--- src/rtl/sequenciador_alarme_temperatura_pkg.sv ---
// Shared definitions for the temperature-alarm sequencer.
// Holds the sensor count, the scan-order index constants, the default
// per-sensor limits (degrees C), and the controller state encoding.
package pacote_temperatura;

  localparam int unsigned NUM_SENSORES = 7;

  // Fixed scan order of the sensors
  localparam logic [2:0] IDX_SC    = 3'd0;
  localparam logic [2:0] IDX_S1    = 3'd1;
  localparam logic [2:0] IDX_S2    = 3'd2;
  localparam logic [2:0] IDX_S3    = 3'd3;
  localparam logic [2:0] IDX_TUBSR = 3'd4;
  localparam logic [2:0] IDX_TUBSS = 3'd5;
  localparam logic [2:0] IDX_REA   = 3'd6;

  // Default limits, degrees C
  localparam int unsigned LIMIAR_SC_PADRAO    = 50;
  localparam int unsigned LIMIAR_GERAL_PADRAO = 100;
  localparam int unsigned LIMIAR_REA_PADRAO   = 300;

  typedef enum logic [1:0] {
    OCIOSO,
    VARRE,
    ALARME
  } estado_t;

endpackage

--- src/rtl/sequenciador_alarme_temperatura_if.sv ---
// Bus between the sensor side / control-room annunciator and the
// temperature-alarm sequencer.
//   habilita, reconhece          : scan enable, operator acknowledge
//   sensTemp{SC,S1,S2,S3,TubSR,TubSS} : 8-bit temperatures, unsigned C
//   sensTempRea                  : 9-bit reactor temperature, unsigned C
//   alarmeSonoroTemperatura      : latched audible alarm
//   origemAlarme                 : index of the sensor that caused the latch
//   mascaraExcedido              : per-sensor "counter at persistence limit"
//   varreduraCompleta            : one-cycle pulse at end of each full scan
// master = sensor/annunciator side, slave = sequencer.
interface sequenciador_alarme_temperatura_if;

  logic       habilita;
  logic       reconhece;
  logic [7:0] sensTempSC;
  logic [7:0] sensTempS1;
  logic [7:0] sensTempS2;
  logic [7:0] sensTempS3;
  logic [7:0] sensTempTubSR;
  logic [7:0] sensTempTubSS;
  logic [8:0] sensTempRea;
  logic       alarmeSonoroTemperatura;
  logic [2:0] origemAlarme;
  logic [6:0] mascaraExcedido;
  logic       varreduraCompleta;

  modport master (
    output habilita, reconhece,
    output sensTempSC, sensTempS1, sensTempS2, sensTempS3,
    output sensTempTubSR, sensTempTubSS, sensTempRea,
    input  alarmeSonoroTemperatura, origemAlarme, mascaraExcedido,
    input  varreduraCompleta
  );

  modport slave (
    input  habilita, reconhece,
    input  sensTempSC, sensTempS1, sensTempS2, sensTempS3,
    input  sensTempTubSR, sensTempTubSS, sensTempRea,
    output alarmeSonoroTemperatura, origemAlarme, mascaraExcedido,
    output varreduraCompleta
  );

endinterface

--- src/rtl/sequenciador_alarme_temperatura_contador_persistencia.sv ---
// Persistence counter for one sensor.
//   clk, rst : clock, asynchronous active-high reset
//   limpa    : synchronous clear (wins over everything else)
//   enable   : this sensor is being sampled on this edge
//   exceed   : sampled value is at/over its limit
//   atingido : registered flag, counter has reached PERSIST
//   disparo  : combinational, counter reaches PERSIST on this edge
module contador_persistencia #(
  parameter int unsigned PERSIST = 3
) (
  input  logic clk,
  input  logic rst,
  input  logic limpa,
  input  logic enable,
  input  logic exceed,
  output logic atingido,
  output logic disparo
);

  localparam int unsigned CW = $clog2(PERSIST + 1);
  localparam logic [CW-1:0] MAXV = CW'(PERSIST);

  logic [CW-1:0] cont;

  // Trip only on the transition into PERSIST; a saturated counter does not re-trip
  assign disparo = enable && exceed && (cont == MAXV - CW'(1));

  always_ff @(posedge clk or posedge rst) begin
    if (rst) begin
      cont     <= '0;
      atingido <= 1'b0;
    end else if (limpa) begin
      cont     <= '0;
      atingido <= 1'b0;
    end else if (enable) begin
      if (exceed) begin
        if (cont != MAXV) cont <= cont + CW'(1);
        atingido <= (cont >= MAXV - CW'(1));
      end else begin
        cont     <= '0;
        atingido <= 1'b0;
      end
    end
  end

endmodule

--- src/rtl/sequenciador_alarme_temperatura.sv ---
// Temperature-alarm sequencer: scans seven sensors round-robin through one
// shared >= comparator, requires PERSIST consecutive over-limit samples of a
// sensor to trip, and latches the audible alarm until an acknowledge arrives
// with every sensor back below persistence.
//   clk, rst : clock, asynchronous active-high reset
//   bus      : slave side of sequenciador_alarme_temperatura_if
// Parameters: PERSIST (1..7), LIMIAR_SC, LIMIAR_GERAL, LIMIAR_REA (C).
module sequenciador_alarme_temperatura
  import pacote_temperatura::*;
#(
  parameter int unsigned PERSIST      = 3,
  parameter int unsigned LIMIAR_SC    = LIMIAR_SC_PADRAO,
  parameter int unsigned LIMIAR_GERAL = LIMIAR_GERAL_PADRAO,
  parameter int unsigned LIMIAR_REA   = LIMIAR_REA_PADRAO
) (
  input logic clk,
  input logic rst,
  sequenciador_alarme_temperatura_if.slave bus
);

  estado_t estadoAtual, proxEstado;
  logic [2:0] idx, proxIdx, idxSeguinte;

  logic       alarme, proxAlarme;
  logic [2:0] origem, proxOrigem;
  logic       varredura, proxVarredura;

  logic [8:0] amostra;
  logic [8:0] limiar;
  logic       excede;
  logic       amostraAtiva;
  logic       disparo;
  logic       ackAceito;
  logic       limpaCont;

  logic [NUM_SENSORES-1:0] disparoVec;
  logic [NUM_SENSORES-1:0] atingidoVec;

  // Shared input mux and limit select
  always_comb begin
    amostra = '0;
    limiar  = 9'(LIMIAR_GERAL);
    case (idx)
      IDX_SC:    begin amostra = {1'b0, bus.sensTempSC}; limiar = 9'(LIMIAR_SC); end
      IDX_S1:    amostra = {1'b0, bus.sensTempS1};
      IDX_S2:    amostra = {1'b0, bus.sensTempS2};
      IDX_S3:    amostra = {1'b0, bus.sensTempS3};
      IDX_TUBSR: amostra = {1'b0, bus.sensTempTubSR};
      IDX_TUBSS: amostra = {1'b0, bus.sensTempTubSS};
      IDX_REA:   begin amostra = bus.sensTempRea; limiar = 9'(LIMIAR_REA); end
      default:   amostra = '0;
    endcase
  end

  assign excede = (amostra >= limiar);

  // ALARME keeps scanning regardless of habilita
  assign amostraAtiva = (estadoAtual == ALARME) ||
                        ((estadoAtual == VARRE) && bus.habilita);

  assign idxSeguinte = (idx == IDX_REA) ? IDX_SC : idx + 3'd1;

  assign disparo = |disparoVec;

  // Acknowledge uses the mask from before the edge; a same-edge trip wins
  assign ackAceito = (estadoAtual == ALARME) && bus.reconhece &&
                     (atingidoVec == '0) && !disparo;

  assign limpaCont = ((estadoAtual == VARRE) && !bus.habilita) ||
                     (ackAceito && !bus.habilita);

  for (genvar i = 0; i < NUM_SENSORES; i++) begin : g_cont
    contador_persistencia #(
      .PERSIST(PERSIST)
    ) u_cont (
      .clk     (clk),
      .rst     (rst),
      .limpa   (limpaCont),
      .enable  (amostraAtiva && (idx == 3'(i))),
      .exceed  (excede),
      .atingido(atingidoVec[i]),
      .disparo (disparoVec[i])
    );
  end

  always_comb begin
    proxEstado    = estadoAtual;
    proxIdx       = idx;
    proxAlarme    = alarme;
    proxOrigem    = origem;
    proxVarredura = amostraAtiva && (idx == IDX_REA);
    case (estadoAtual)
      OCIOSO: begin
        proxIdx = IDX_SC;
        if (bus.habilita) proxEstado = VARRE;
      end
      VARRE: begin
        if (!bus.habilita) begin
          proxEstado = OCIOSO;
          proxIdx    = IDX_SC;
        end else begin
          proxIdx = idxSeguinte;
          if (disparo) begin
            proxEstado = ALARME;
            proxAlarme = 1'b1;
            proxOrigem = idx;
          end
        end
      end
      ALARME: begin
        proxIdx = idxSeguinte;
        if (ackAceito) begin
          proxAlarme = 1'b0;
          proxOrigem = '0;
          if (bus.habilita) begin
            proxEstado = VARRE;
          end else begin
            proxEstado = OCIOSO;
            proxIdx    = IDX_SC;
          end
        end
      end
      default: begin
        proxEstado = OCIOSO;
        proxIdx    = IDX_SC;
      end
    endcase
  end

  always_ff @(posedge clk or posedge rst) begin
    if (rst) begin
      estadoAtual <= OCIOSO;
      idx         <= '0;
      alarme      <= 1'b0;
      origem      <= '0;
      varredura   <= 1'b0;
    end else begin
      estadoAtual <= proxEstado;
      idx         <= proxIdx;
      alarme      <= proxAlarme;
      origem      <= proxOrigem;
      varredura   <= proxVarredura;
    end
  end

  assign bus.alarmeSonoroTemperatura = alarme;
  assign bus.origemAlarme            = origem;
  assign bus.mascaraExcedido         = atingidoVec;
  assign bus.varreduraCompleta       = varredura;

endmodule

--- src/flat_wrapper.sv ---
// flat-port wrapper written by rule: the top's interface ports become plain ports
module sequenciador_alarme_temperatura_flat import pacote_temperatura::*;
#(
  parameter int unsigned PERSIST      = 3,
  parameter int unsigned LIMIAR_SC    = LIMIAR_SC_PADRAO,
  parameter int unsigned LIMIAR_GERAL = LIMIAR_GERAL_PADRAO,
  parameter int unsigned LIMIAR_REA   = LIMIAR_REA_PADRAO
)
  (clk, rst, bus_habilita, bus_reconhece, bus_sensTempSC, bus_sensTempS1, bus_sensTempS2, bus_sensTempS3, bus_sensTempTubSR, bus_sensTempTubSS, bus_sensTempRea, bus_alarmeSonoroTemperatura, bus_origemAlarme, bus_mascaraExcedido, bus_varreduraCompleta);
  sequenciador_alarme_temperatura_if bus_i ();
  input logic clk;
  input logic rst;
  input wire logic [$bits(bus_i.habilita)-1:0] bus_habilita;
  input wire logic [$bits(bus_i.reconhece)-1:0] bus_reconhece;
  input wire logic [$bits(bus_i.sensTempSC)-1:0] bus_sensTempSC;
  input wire logic [$bits(bus_i.sensTempS1)-1:0] bus_sensTempS1;
  input wire logic [$bits(bus_i.sensTempS2)-1:0] bus_sensTempS2;
  input wire logic [$bits(bus_i.sensTempS3)-1:0] bus_sensTempS3;
  input wire logic [$bits(bus_i.sensTempTubSR)-1:0] bus_sensTempTubSR;
  input wire logic [$bits(bus_i.sensTempTubSS)-1:0] bus_sensTempTubSS;
  input wire logic [$bits(bus_i.sensTempRea)-1:0] bus_sensTempRea;
  output wire logic [$bits(bus_i.alarmeSonoroTemperatura)-1:0] bus_alarmeSonoroTemperatura;
  output wire logic [$bits(bus_i.origemAlarme)-1:0] bus_origemAlarme;
  output wire logic [$bits(bus_i.mascaraExcedido)-1:0] bus_mascaraExcedido;
  output wire logic [$bits(bus_i.varreduraCompleta)-1:0] bus_varreduraCompleta;
  assign bus_i.habilita = bus_habilita;
  assign bus_i.reconhece = bus_reconhece;
  assign bus_i.sensTempSC = bus_sensTempSC;
  assign bus_i.sensTempS1 = bus_sensTempS1;
  assign bus_i.sensTempS2 = bus_sensTempS2;
  assign bus_i.sensTempS3 = bus_sensTempS3;
  assign bus_i.sensTempTubSR = bus_sensTempTubSR;
  assign bus_i.sensTempTubSS = bus_sensTempTubSS;
  assign bus_i.sensTempRea = bus_sensTempRea;
  assign bus_alarmeSonoroTemperatura = bus_i.alarmeSonoroTemperatura;
  assign bus_origemAlarme = bus_i.origemAlarme;
  assign bus_mascaraExcedido = bus_i.mascaraExcedido;
  assign bus_varreduraCompleta = bus_i.varreduraCompleta;
  sequenciador_alarme_temperatura #(.PERSIST(PERSIST), .LIMIAR_SC(LIMIAR_SC), .LIMIAR_GERAL(LIMIAR_GERAL), .LIMIAR_REA(LIMIAR_REA)) u_core (.clk(clk), .rst(rst), .bus(bus_i));
endmodule
--- config.mk ---
export PLATFORM = sky130hd
export DESIGN_NAME = sequenciador_alarme_temperatura_flat
export DESIGN_NICKNAME = d
export VERILOG_FILES = /design/src/rtl/sequenciador_alarme_temperatura_pkg.sv /design/src/rtl/sequenciador_alarme_temperatura_if.sv /design/src/rtl/sequenciador_alarme_temperatura_contador_persistencia.sv /design/src/rtl/sequenciador_alarme_temperatura.sv /design/src/flat_wrapper.sv
export SDC_FILE = /design/constraint.sdc
export NUM_CORES = 1
export LEC_CHECK = 0
export ABC_AREA = 1
export CELL_PAD_IN_SITES_DETAIL_PLACEMENT = 1
export CELL_PAD_IN_SITES_GLOBAL_PLACEMENT = 1
export CORE_ASPECT_RATIO = 1.4
export CORE_MARGIN = 2
export CORE_UTILIZATION = 37
export CTS_CLUSTER_SIZE = 28
export DETAILED_ROUTE_END_ITERATION = 16
export GPL_ROUTABILITY_DRIVEN = 0
export PLACE_DENSITY = 0.84
export SETUP_SLACK_MARGIN = 0.15
export SYNTH_ARGS = -nofsm -noshare
export SYNTH_HDL_FRONTEND = slang
export SYNTH_HIERARCHICAL = 1
export SYNTH_SLANG_ARGS = --single-unit
--- constraint.sdc ---
create_clock -name clk -period 8.55 [get_ports clk]
set_input_delay 1.71 -clock clk [delete_from_list [all_inputs] [get_ports clk]]
set_output_delay 1.71 -clock clk [all_outputs]
set_load 0.02 [all_outputs]
=== Yosys cells after proc, flatten, opt, wreduce, memory -nomap -nowiden ===
Index checks and enable logic that the tools add are counted.

* Register bits after elaboration: 31
* Output and inout port bits: 12
* Word-level logic and storage cells: 190
* Input port bits: 61

* Equal/unequal tests: 34
* Multiplexer cells: 69
* Add/sub/neg operators: 8
* Reduce and logical (&&, ||, !) cells: 52
* $lt $le $gt $ge: 8

{| class="wikitable"
|+ Operator list
! operator !! number
|-
| 2-to-1 mux 2 bit || 32
|-
| one-hot mux 9 bit (7 select lines) || 1
|-
| logical AND 1 bit || 27
|-
| 2-to-1 mux 1 bit || 25
|-
| 2-to-1 mux 3 bit || 6
|-
| != test 2 bit (second input constant) || 9
|-
| != test 3 bit (second input constant) || 6
|-
| one-hot mux 9 bit (2 select lines) || 1
|-
| equality test 2 bit (second input constant) || 8
|-
| nonzero test 2 bit || 8
|-
| adder 2 x 1 -> 2 bit (second input constant) || 7
|-
| >= comparator 2 bit (second input constant) || 7
|-
| AND reduction 2 bit || 7
|-
| one-hot mux 3 bit (2 select lines) || 2
|-
| equality test 3 bit (second input constant) || 3
|-
| >= comparator 9 bit || 1
|-
| logical NOT 7 bit || 1
|-
| OR reduction 7 bit || 1
|-
| equality test 3 x 2 -> 1 bit (second input constant) || 2
|-
| != test 3 x 2 -> 1 bit (second input constant) || 2
|-
| one-hot mux 2 bit (3 select lines) || 1
|-
| != test 2 x 1 -> 1 bit (second input constant) || 2
|-
| AND reduction 4 bit || 1
|-
| adder 3 x 1 -> 3 bit (second input constant) || 1
|-
| 8 further kinds || 10
|}

=== Depth between registers and ports, before layout ===
Gate-level depths: netlist of the first run.

* Depth in word-level cells: 13
* Depth in mapped cells: 31
* Mapped depth without buffers: 29

=== Cells and area by module ===
Netlist of the first run, hierarchy kept.

{| class="wikitable"
|+ By module, submodules not included
! module !! sequential area each (um^2) !! area each (um^2) !! times used !! cells each
|-
| contador_persistencia || 75.1 || 197.7 || 7 || 25
|-
| sequenciador_alarme_temperatura || 250.2 || 1,343.8 || 1 || 211
|}

=== Worst setup path before layout of the first run ===
No wires, ideal clock.

* Path type: in2reg
* From: input port bus_sensTempS3[4]
* To: register u_core.g_cont[0].u_cont.cont[1]
* Buffers on the path: 0
* Data required time: 8,432 ps
* Setup time: 118 ps
* Arrival time: 5,063 ps
* Stages: 24
* Slack: 3,369 ps
* Cell sequence: nand2_1 nand2_1 a221oi_1 nand2_1 ha_1 a21oi_1 o22ai_1 inv_1 nand2_1 nand2_1 nand3_1 and3_2 nor2_1 nand2_1 nor2_1 nand2_1 inv_1 nor2_1 nor2_1 inv_2 nand3_2 nand2_2 nand2_1 nand2_1

* Cells in the longest elaborated chain, start to end: 11
* Elaborated cells between the ends (all ways): 27
* Those cells by class: 1 x order compare; 1 x eq/ne; 4 x mux; 21 x reduce/logical

{| class="wikitable"
|+ RTL lines
! element !! line !! RTL
|-
| from (decl) || flat_wrapper.sv:18 || <nowiki>input wire logic [$bits(bus_i.sensTempS3)-1:0] bus_sensTempS3;</nowiki>
|-
| one-hot mux 9 bit (7 select lines) (*) || sequenciador_alarme_temperatura.sv:43 || <nowiki>case (idx)</nowiki>
|-
| >= comparator 9 bit (*) || sequenciador_alarme_temperatura.sv:55 || <nowiki>assign excede = (amostra >= limiar);</nowiki>
|-
| via u_core.excede || sequenciador_alarme_temperatura.sv:30 || <nowiki>logic excede;</nowiki>
|-
| logical AND 1 bit (*) (2 in a row) || sequenciador_alarme_temperatura_contador_persistencia.sv:26 || <nowiki>assign disparo = enable && exceed && (cont == MAXV - CW'(1));</nowiki>
|-
| via u_core.disparoVec[5] || sequenciador_alarme_temperatura.sv:36 || <nowiki>logic [NUM_SENSORES-1:0] disparoVec;</nowiki>
|-
| OR reduction 7 bit (*) || sequenciador_alarme_temperatura.sv:63 || <nowiki>assign disparo = |disparoVec;</nowiki>
|-
| logical NOT 1 bit (*) || sequenciador_alarme_temperatura.sv:67 || <nowiki>(atingidoVec == '0) && !disparo;</nowiki>
|-
| logical AND 1 bit (*) || sequenciador_alarme_temperatura.sv:67 ||
|-
| logical AND 1 bit (*) || sequenciador_alarme_temperatura.sv:70 || <nowiki>(ackAceito && !bus.habilita);</nowiki>
|-
| logical OR 1 bit (*) || sequenciador_alarme_temperatura.sv:69 || <nowiki>assign limpaCont = ((estadoAtual == VARRE) && !bus.habilita) ||</nowiki>
|-
| via u_core.limpaCont || sequenciador_alarme_temperatura.sv:34 || <nowiki>logic limpaCont;</nowiki>
|-
| != test 3 x 2 -> 1 bit (no source line) / nonzero test 2 bit (equally long branches) || - ||
|-
| AND reduction 2 bit (no source line) || - ||
|-
| to (signal assigned) || sequenciador_alarme_temperatura_contador_persistencia.sv:37 || <nowiki>if (cont != MAXV) cont <= cont + CW'(1);</nowiki>
|-
| to (decl) || sequenciador_alarme_temperatura_contador_persistencia.sv:23 || <nowiki>logic [CW-1:0] cont;</nowiki>
|}

Mark *: on every way through the listed nets, which the timed path passes. The rest lies on a longest branch. The select of a mux whose other input is x is not followed.
A chain may end at the register's enable or synchronous reset.

=== Worst setup path in the final report of the first run ===
* From: input port bus_sensTempS3[4]
* To: register u_core.g_cont[0].u_cont.cont[0]

The elaborated chain is that of the path after synthesis.

==> flow_summary.toml, run 1 <==
[floorplanning]
placeableCoreArea_sq_um = 7270
std_cell_rows = 37
chipHeight_microns = 106
start_util = 0.375
die_w_microns = 76.6
design.die.area_sq_um = 8080
top_level_pins = 73

[synth]
asyncSetResetFlopFracSynth = 1.00
synth_enable_flop_cells = 0
postSynth.topFlopCell = "sky130_fd_sc_hd__dfrtp_1"
synthesis.nets = 472
yosys_register_bits = 31
synthDistinctLibCells = 29
synthesis.instances = 386
synthesis.area_sq_um = 2730
seq_area_frac_synth = 0.284
avgSynthCellArea_sq_um = 7.07
synth.top_cells.by_area = "sky130_fd_sc_hd__dfrtp_1 (28%), sky130_fd_sc_hd__nand2_1 (13%), sky130_fd_sc_hd__ha_1 (11%), sky130_fd_sc_hd__nor2_1 (7.0%), sky130_fd_sc_hd__inv_1 (6.7%)"
yosysWarningCount = 6
post-synth-top-area-cell = "sky130_fd_sc_hd__dfrtp_1"
share_of_the_synthesized_area_in_the_top_cell_type = 0.284

[power_and_ir_drop]
design_power_total_mw = 0.709
peakVddDrop_uv = 128
power_leakage_nw = 1.83
power-per-cell-area_nw_per_um2 = 196

[routing]
wirelength_microns = 8400
drt-vias-per-instance = 5.00
detail_route.first_pass.iterations = 4
drc = 0
drt_iter0_drc = 71
detail-route-antenna-nets = 0
post_drt_wl_per_cell_microns = 15.0
route.vias.total = 2792

[sta]
grt_setup_unrepaired = "no"
slew-limit-headroom = 0.311
drv_slew = 0
setup_viol_count_final = 0
post-route-min-period_ns = 6.12
fin_crit_sh = 0.716
skew_ns = 0.00320
hold_viol = 0
fin_worst_hold_slack_ns = 0.479
clock.fmax_mhz = 163
final.setup.tns_ns = 0
tightestPinTransition_ns = 1.03

[global_routing]
grt_pass1_wl_microns = 14200
grt_max_degree = 22
first_global_vias = 2944
grt_antenna_before_repair = 0
grt_overflow = 0
grt_use_total = 0.220

[clocking]
clock_latency_at_the_later_pin_of_the_worst_skew_pair_ns = 0.28
postCtsSetupBuffers = 0
tritoncts = "built"
clock_sinks = 31
cts.repair.resized = 0
post_cts_hold_buffer_count = 0
num_cts_buffers = 5
htree_levels = 2
clock_tree.root_cell = "sky130_fd_sc_hd__clkbuf_8"
clock_path_buffers = 2
worst_setup_hold_path_clk_slew_ns = 0.07

[place]
port_buffers = 72
dpl-instance-area_sq_um = 3510
dp_hpwl_microns = 6970

[final_layout]
finish.instance_area_sq_um = 3610
areaGrowthSynthToFinish_pct = 32.4
finish.net_count = 546
antenna_cells = 0
final_layout_size_suffix_gt1_frac = 0.148

[outcome]
status = "completed"

[worst_setup_path]
timing.critical_path.from_type = "input port"
critical_path_arrival_ns = 6.29
timing.critical_path.required_ns = 8.72
timing.setup.critical_path_class = "in2reg"
timing.critical_path.fanout_max = 21
end_kind = "register"

[hold_path]
hold_path.class = "reg2reg"

[run]
drv.max_cap_violation_count = 0
worst paths after layout:
check                                                               start                                        endpoint  slack, ns  cells past startpoint
max                                                     bus_sensTempS3[4]     u_core/g_cont[0].u_cont/cont[0]$_DFFE_PP0P_       2.43                     25
min                        u_core/bus.alarmeSonoroTemperatura$_DFFE_PP0P_  u_core/bus.alarmeSonoroTemperatura$_DFFE_PP0P_       0.48                      2
max reg2reg                                       u_core/idx[2]$_DFF_PP0_     u_core/g_cont[0].u_cont/cont[0]$_DFFE_PP0P_       3.01                     26
min reg2reg                u_core/bus.alarmeSonoroTemperatura$_DFFE_PP0P_  u_core/bus.alarmeSonoroTemperatura$_DFFE_PP0P_       0.48                      2
max in group asynchronous                                             rst          u_core/bus.varreduraCompleta$_DFF_PP0_       6.25                      2
min in group asynchronous                                             rst    u_core/g_cont[3].u_cont/atingido$_DFFE_PP0P_       1.90                      2
Yosys cell counts, types with 2 or more instances:
library cell,n
sky130_fd_sc_hd__o22ai_1,2
sky130_fd_sc_hd__o21ai_0,12
sky130_fd_sc_hd__a221oi_1,8
sky130_fd_sc_hd__dfrtp_1,31
sky130_fd_sc_hd__nand4_1,8
sky130_fd_sc_hd__ha_1,25
sky130_fd_sc_hd__or2_2,2
sky130_fd_sc_hd__nor2_1,51
sky130_fd_sc_hd__inv_2,8
sky130_fd_sc_hd__nand2_4,2
sky130_fd_sc_hd__nand3_2,9
sky130_fd_sc_hd__nor2_4,2
sky130_fd_sc_hd__inv_4,3
sky130_fd_sc_hd__nand2_1,97
sky130_fd_sc_hd__a21oi_1,5
sky130_fd_sc_hd__and3_2,7
sky130_fd_sc_hd__nor2_8,2
sky130_fd_sc_hd__nand2_2,24
sky130_fd_sc_hd__nand3_1,27
sky130_fd_sc_hd__inv_1,49
sky130_fd_sc_hd__buf_6,3
sky130_fd_sc_hd__nor3_1,2
per-layer routing:
metal | share of wire | up-vias | global-route usage | routed length, microns
met5 | 0 | - | 0 | 0
met1 | 0.40 | 1333 | 0.231 | 3330
met4 | 0.019 | 0 | 0.0740 | 163
met2 | 0.54 | 75 | 0.434 | 4580
met3 | 0.039 | 11 | 0.0342 | 324
li1 | - | 1373 | - | -
registers in the layout, indices dropped and copies added, names as in the netlist:
name	count
u_core/bus.alarmeSonoroTemperatura	1
u_core/bus.origemAlarme	3
u_core/g_cont.u_cont/atingido	7
u_core/estadoAtual	2
u_core/bus.varreduraCompleta	1
u_core/g_cont.u_cont/cont	14
u_core/idx	3
layout by cell type (no fill, tap or decap), types with 2 or more instances in the layout:
cell type / instances
sky130_fd_sc_hd__nand2_1: 97
sky130_fd_sc_hd__clkdlybuf4s50_1: 72
sky130_fd_sc_hd__nor2_1: 51
sky130_fd_sc_hd__inv_1: 49
sky130_fd_sc_hd__dfrtp_1: 31
sky130_fd_sc_hd__nand3_1: 27
sky130_fd_sc_hd__ha_1: 25
sky130_fd_sc_hd__nand2_2: 24
sky130_fd_sc_hd__o21ai_0: 12
sky130_fd_sc_hd__nand3_2: 9
sky130_fd_sc_hd__nand4_1: 8
sky130_fd_sc_hd__inv_2: 8
sky130_fd_sc_hd__a221oi_1: 8
sky130_fd_sc_hd__clkbuf_8: 7
sky130_fd_sc_hd__and3_2: 7
sky130_fd_sc_hd__a21oi_1: 5
sky130_fd_sc_hd__inv_4: 3
sky130_fd_sc_hd__o22ai_1: 2
sky130_fd_sc_hd__or2_2: 2
sky130_fd_sc_hd__nand2_4: 2
sky130_fd_sc_hd__nor2_4: 2
sky130_fd_sc_hd__nor2_8: 2
sky130_fd_sc_hd__nor3_1: 2
logic make-up after synthesis:
kind of cell,Yosys count,share of synthesized area
AND/OR/NAND/NOR,235,0.424
flip-flops,31,0.284
adder cells (fa/ha/maj),25,0.115
AO/OA/AOI/OAI,30,0.0702
buffers and inverters,65,0.106
stage by stage:
step	setup WS, ns	util	cells
after detailed placement	2.16	0.483	550
after CTS	2.40	0.497	558
after global placement	2.31	0.483	550
after global routing	1.88	0.497	558
after floorplan	3.37	-	386
final	2.43	0.497	558
power breakdown:
part	switching (mW)	internal, mW
sequential	0.0406	0.182
combinational	0.217	0.141
clock	0.0541	0.0734
layout make-up:
cell class              instances  area (sq um)
fillers                       973          3660
multi-input cells             290          1660
flip-flops and latches         31           776
repair buffers                 72           721
inverters                      60           233
well taps                      97           121
clock buffers                   8           100
worst max-delay path, cell delays in order:
cell and delay (ns):
sky130_fd_sc_hd__clkdlybuf4s50_1 0.40, sky130_fd_sc_hd__nand2_1 0.06, sky130_fd_sc_hd__nand2_1 0.06, sky130_fd_sc_hd__a221oi_1 0.22, sky130_fd_sc_hd__nand2_1 0.11, sky130_fd_sc_hd__ha_1 0.34
sky130_fd_sc_hd__a21oi_1 0.19, sky130_fd_sc_hd__o22ai_1 0.10, sky130_fd_sc_hd__inv_1 0.06, sky130_fd_sc_hd__nand2_1 0.05, sky130_fd_sc_hd__nand2_1 0.06, sky130_fd_sc_hd__nand3_1 0.70
sky130_fd_sc_hd__and3_2 0.55, sky130_fd_sc_hd__nor2_1 0.10, sky130_fd_sc_hd__nand2_1 0.06, sky130_fd_sc_hd__nor2_1 0.22, sky130_fd_sc_hd__nand2_1 0.13, sky130_fd_sc_hd__inv_1 0.07
sky130_fd_sc_hd__nor2_1 0.04, sky130_fd_sc_hd__nor2_1 0.57, sky130_fd_sc_hd__inv_2 0.15, sky130_fd_sc_hd__nand3_2 0.13, sky130_fd_sc_hd__nand2_2 0.08, sky130_fd_sc_hd__nand2_1 0.08
sky130_fd_sc_hd__nand2_1 0.06
No activity file was read; power rests on OpenSTA's default activity.
==> run 2, diff against run 1 <==
--- a/config.mk
+++ b/config.mk
@@ -10,11 +10,11 @@
 export CELL_PAD_IN_SITES_GLOBAL_PLACEMENT = 1
 export CORE_ASPECT_RATIO = 1.4
 export CORE_MARGIN = 2
-export CORE_UTILIZATION = 37
+export CORE_UTILIZATION = 31
 export CTS_CLUSTER_SIZE = 28
 export DETAILED_ROUTE_END_ITERATION = 16
 export GPL_ROUTABILITY_DRIVEN = 0
-export PLACE_DENSITY = 0.84
+export PLACE_DENSITY = 0.75
 export SETUP_SLACK_MARGIN = 0.15
 export SYNTH_ARGS = -nofsm -noshare
 export SYNTH_HDL_FRONTEND = slang
==> constraint.sdc (replaced) <==
create_clock -name clk -period 5.05 [get_ports clk]
set_input_delay 1.01 -clock clk [delete_from_list [all_inputs] [get_ports clk]]
set_output_delay 1.01 -clock clk [all_outputs]
set_load 0.02 [all_outputs]
==> run 2 against run 1 <==
  * Worst hold slack improved by 0.0028 ns
  * Utilization decreased by 6.2 points
  * Die area increased by 18%
  * Global-route usage decreased by 3.3 points
  * Sequential share of layout area decreased by 0.64 points
  * Count of clock-buffer cells in the layout decreased by 2
  * Clock skew about the same
  * Via count decreased by 1.2%
  * Non-clock buffer count increased by 3
  * Final cell count increased by 2.0%
  * Critical path type is now reg2reg
  * Largest power group unchanged
==> flow_summary.toml, run 2 (synthesized netlist as in run 1, its figures left out) <==
[floorplanning]
chipHeight_microns = 115
design.die.area_sq_um = 9580
start_util = 0.319
placeableCoreArea_sq_um = 8560
std_cell_rows = 40
top_level_pins = 73
die_w_microns = 83.3

[sta]
layout_setup_ws_ns = 0.739
grt_setup_unrepaired = "no"
drv_slew = 0
setup_viol_count_final = 0
hold_viol = 0
tightestPinTransition_ns = 0.491
skew_ns = 0.00328
fin_worst_hold_slack_ns = 0.482
final.setup.tns_ns = 0
clock.fmax_mhz = 232
post-route-min-period_ns = 4.31
slew-limit-headroom = 0.671
fin_crit_sh = 0.854

[place]
pre_cts_ws_ns = 0.342
dpl-instance-area_sq_um = 3540
port_buffers = 72
dp_hpwl_microns = 6980
place_inst = 561

[power_and_ir_drop]
p_comb_frac = 0.460
power_switching_share = 0.403
total_switching_power_mw = 0.542
power.share.clock = 0.260
power_leakage_nw = 1.88
seq_power_share = 0.280
peakVddDrop_uv = 247
design_power_total_mw = 1.34
power-per-cell-area_nw_per_um2 = 361
internal_power_mw = 0.803

[routing]
wirelength_microns = 8420
detail-route-antenna-nets = 0
post_drt_wl_per_cell_microns = 14.8
drc = 0
route.vias.total = 2758
drt_iter0_drc = 44
detail_route.first_pass.iterations = 4
drt-vias-per-instance = 4.85

[global_routing]
grt_overflow = 0
grt_antenna_before_repair = 0
first_global_vias = 3034
grt_pass1_wl_microns = 14500
grt_use_total = 0.186
grt_max_degree = 13

[worst_setup_path]
timing.setup.critical_path_class = "reg2reg"
timing.critical_path.required_ns = 5.22
critical_path_arrival_ns = 4.48
timing.reg2reg.worst_path_depth = 27
end_kind = "register"
timing.critical_path.fanout_max = 12
timing.critical_path.from_type = "register"

[final_layout]
largest-register = "u_core/g_cont.u_cont/cont"
antenna_cells = 0
finish.instance_area_sq_um = 3720
areaGrowthSynthToFinish_pct = 36.5
finish.net_count = 549
largest_registers = "u_core/g_cont.u_cont/cont: 14 flops, u_core/g_cont.u_cont/atingido: 7 flops"
instances_no_fill = 569
layout.core_utilization = 0.435
layout.cells.most_common = "sky130_fd_sc_hd__nand2_1"
number_of_flip_flops_in_the_largest_register = 14
mostFrequentLayoutCells = "sky130_fd_sc_hd__nand2_1 (97), sky130_fd_sc_hd__clkdlybuf4s50_1 (72), sky130_fd_sc_hd__nor2_1 (51)"
final_layout_size_suffix_gt1_frac = 0.157
num-fill-cells = 1071

[clocking]
tritoncts = "built"
clock_path_buffers = 2
htree_levels = 2
worst_setup_hold_path_clk_slew_ns = 0.05
clock_tree.root_cell = "sky130_fd_sc_hd__clkbuf_16"
num_cts_buffers = 5
clock_sinks = 31
clock_latency_at_the_later_pin_of_the_worst_skew_pair_ns = 0.28
post_cts_hold_buffer_count = 0

[hold_path]
hold_path_cell_cnt = 2
hold_path.class = "reg2reg"

[outcome]
status = "completed"

[run]
drv.max_cap_violation_count = 0
[run 2: critical path, stage by stage, from the launching register on]
cell and delay, ns:
sky130_fd_sc_hd__dfrtp_1 0.61, sky130_fd_sc_hd__inv_4 0.19, sky130_fd_sc_hd__ha_1 0.40, sky130_fd_sc_hd__nand2_1 0.13, sky130_fd_sc_hd__nand2_1 0.06, sky130_fd_sc_hd__a221oi_1 0.20
sky130_fd_sc_hd__nand2_1 0.09, sky130_fd_sc_hd__ha_1 0.31, sky130_fd_sc_hd__a21oi_1 0.21, sky130_fd_sc_hd__o22ai_1 0.10, sky130_fd_sc_hd__inv_1 0.06, sky130_fd_sc_hd__nand2_1 0.05
sky130_fd_sc_hd__nand2_1 0.07, sky130_fd_sc_hd__nand3_2 0.21, sky130_fd_sc_hd__and3_2 0.28, sky130_fd_sc_hd__nor2_1 0.11, sky130_fd_sc_hd__nand2_1 0.06, sky130_fd_sc_hd__nor2_1 0.20
sky130_fd_sc_hd__nand2_1 0.13, sky130_fd_sc_hd__inv_1 0.07, sky130_fd_sc_hd__nor2_1 0.03, sky130_fd_sc_hd__nor2_1 0.08, sky130_fd_sc_hd__buf_4 0.19, sky130_fd_sc_hd__inv_2 0.08
sky130_fd_sc_hd__nand3_2 0.08, sky130_fd_sc_hd__nand2_2 0.07, sky130_fd_sc_hd__nand2_1 0.06, sky130_fd_sc_hd__nand2_1 0.06
[run 2: final cells by class]
type | count | area (sq um) | share of cell area
Clock buffer | 6 | 139 | 0.0373
Sequential cell | 31 | 776 | 0.208
Clock inverter | 2 | 35.0 | 0.00941
Inverter | 60 | 233 | 0.0625
Multi-Input combinational cell | 290 | 1670 | 0.448
Tap cell | 105 | 131 | 0.0353
Timing Repair Buffer | 75 | 743 | 0.200
[run 2: power groups by stage]
stage | registers [mW] | clock network (mW) | logic, mW
final | 0.377 | 0.349 | 0.619
after global routing | 0.388 | 0.370 | 0.714
after CTS | 0.378 | 0.362 | 0.628
after detailed placement | 0.383 | 0 | 0.622
after global placement | 0.377 | 0 | 0.602
after floorplan | 0.367 | 0 | 0.429
[run 2: timing repair]
action | 4_1_cts | 5_1_grt
resized for setup | 0 | 1
endpoints found under the hold margin | 0 | 0
buffers inserted | 0 | 0
setup endpoints to repair | 0 | 16
[run 2: final timing paths]
check / from / endpoint / slack [ns]
min: u_core/bus.alarmeSonoroTemperatura$_DFFE_PP0P_ / u_core/bus.alarmeSonoroTemperatura$_DFFE_PP0P_ / 0.48
min reg2reg: u_core/bus.alarmeSonoroTemperatura$_DFFE_PP0P_ / u_core/bus.alarmeSonoroTemperatura$_DFFE_PP0P_ / 0.48
max: u_core/idx[2]$_DFF_PP0_ / u_core/g_cont[3].u_cont/cont[0]$_DFFE_PP0P_ / 0.74
max in group asynchronous: rst / u_core/idx[1]$_DFF_PP0_ / 3.44
min in group asynchronous: rst / u_core/g_cont[6].u_cont/atingido$_DFFE_PP0P_ / 1.21
max reg2reg: u_core/idx[2]$_DFF_PP0_ / u_core/g_cont[3].u_cont/cont[0]$_DFFE_PP0P_ / 0.74
[run 2: metal layers]
metal,track usage,part of all wire,wire length (microns),vias to the layer above
li1,-,-,-,1390
met1,0.207,0.42,3560,1282
met2,0.361,0.52,4360,78
met3,0.0294,0.043,365,8
met4,0.0601,0.015,127,0
met5,0,0,0,-
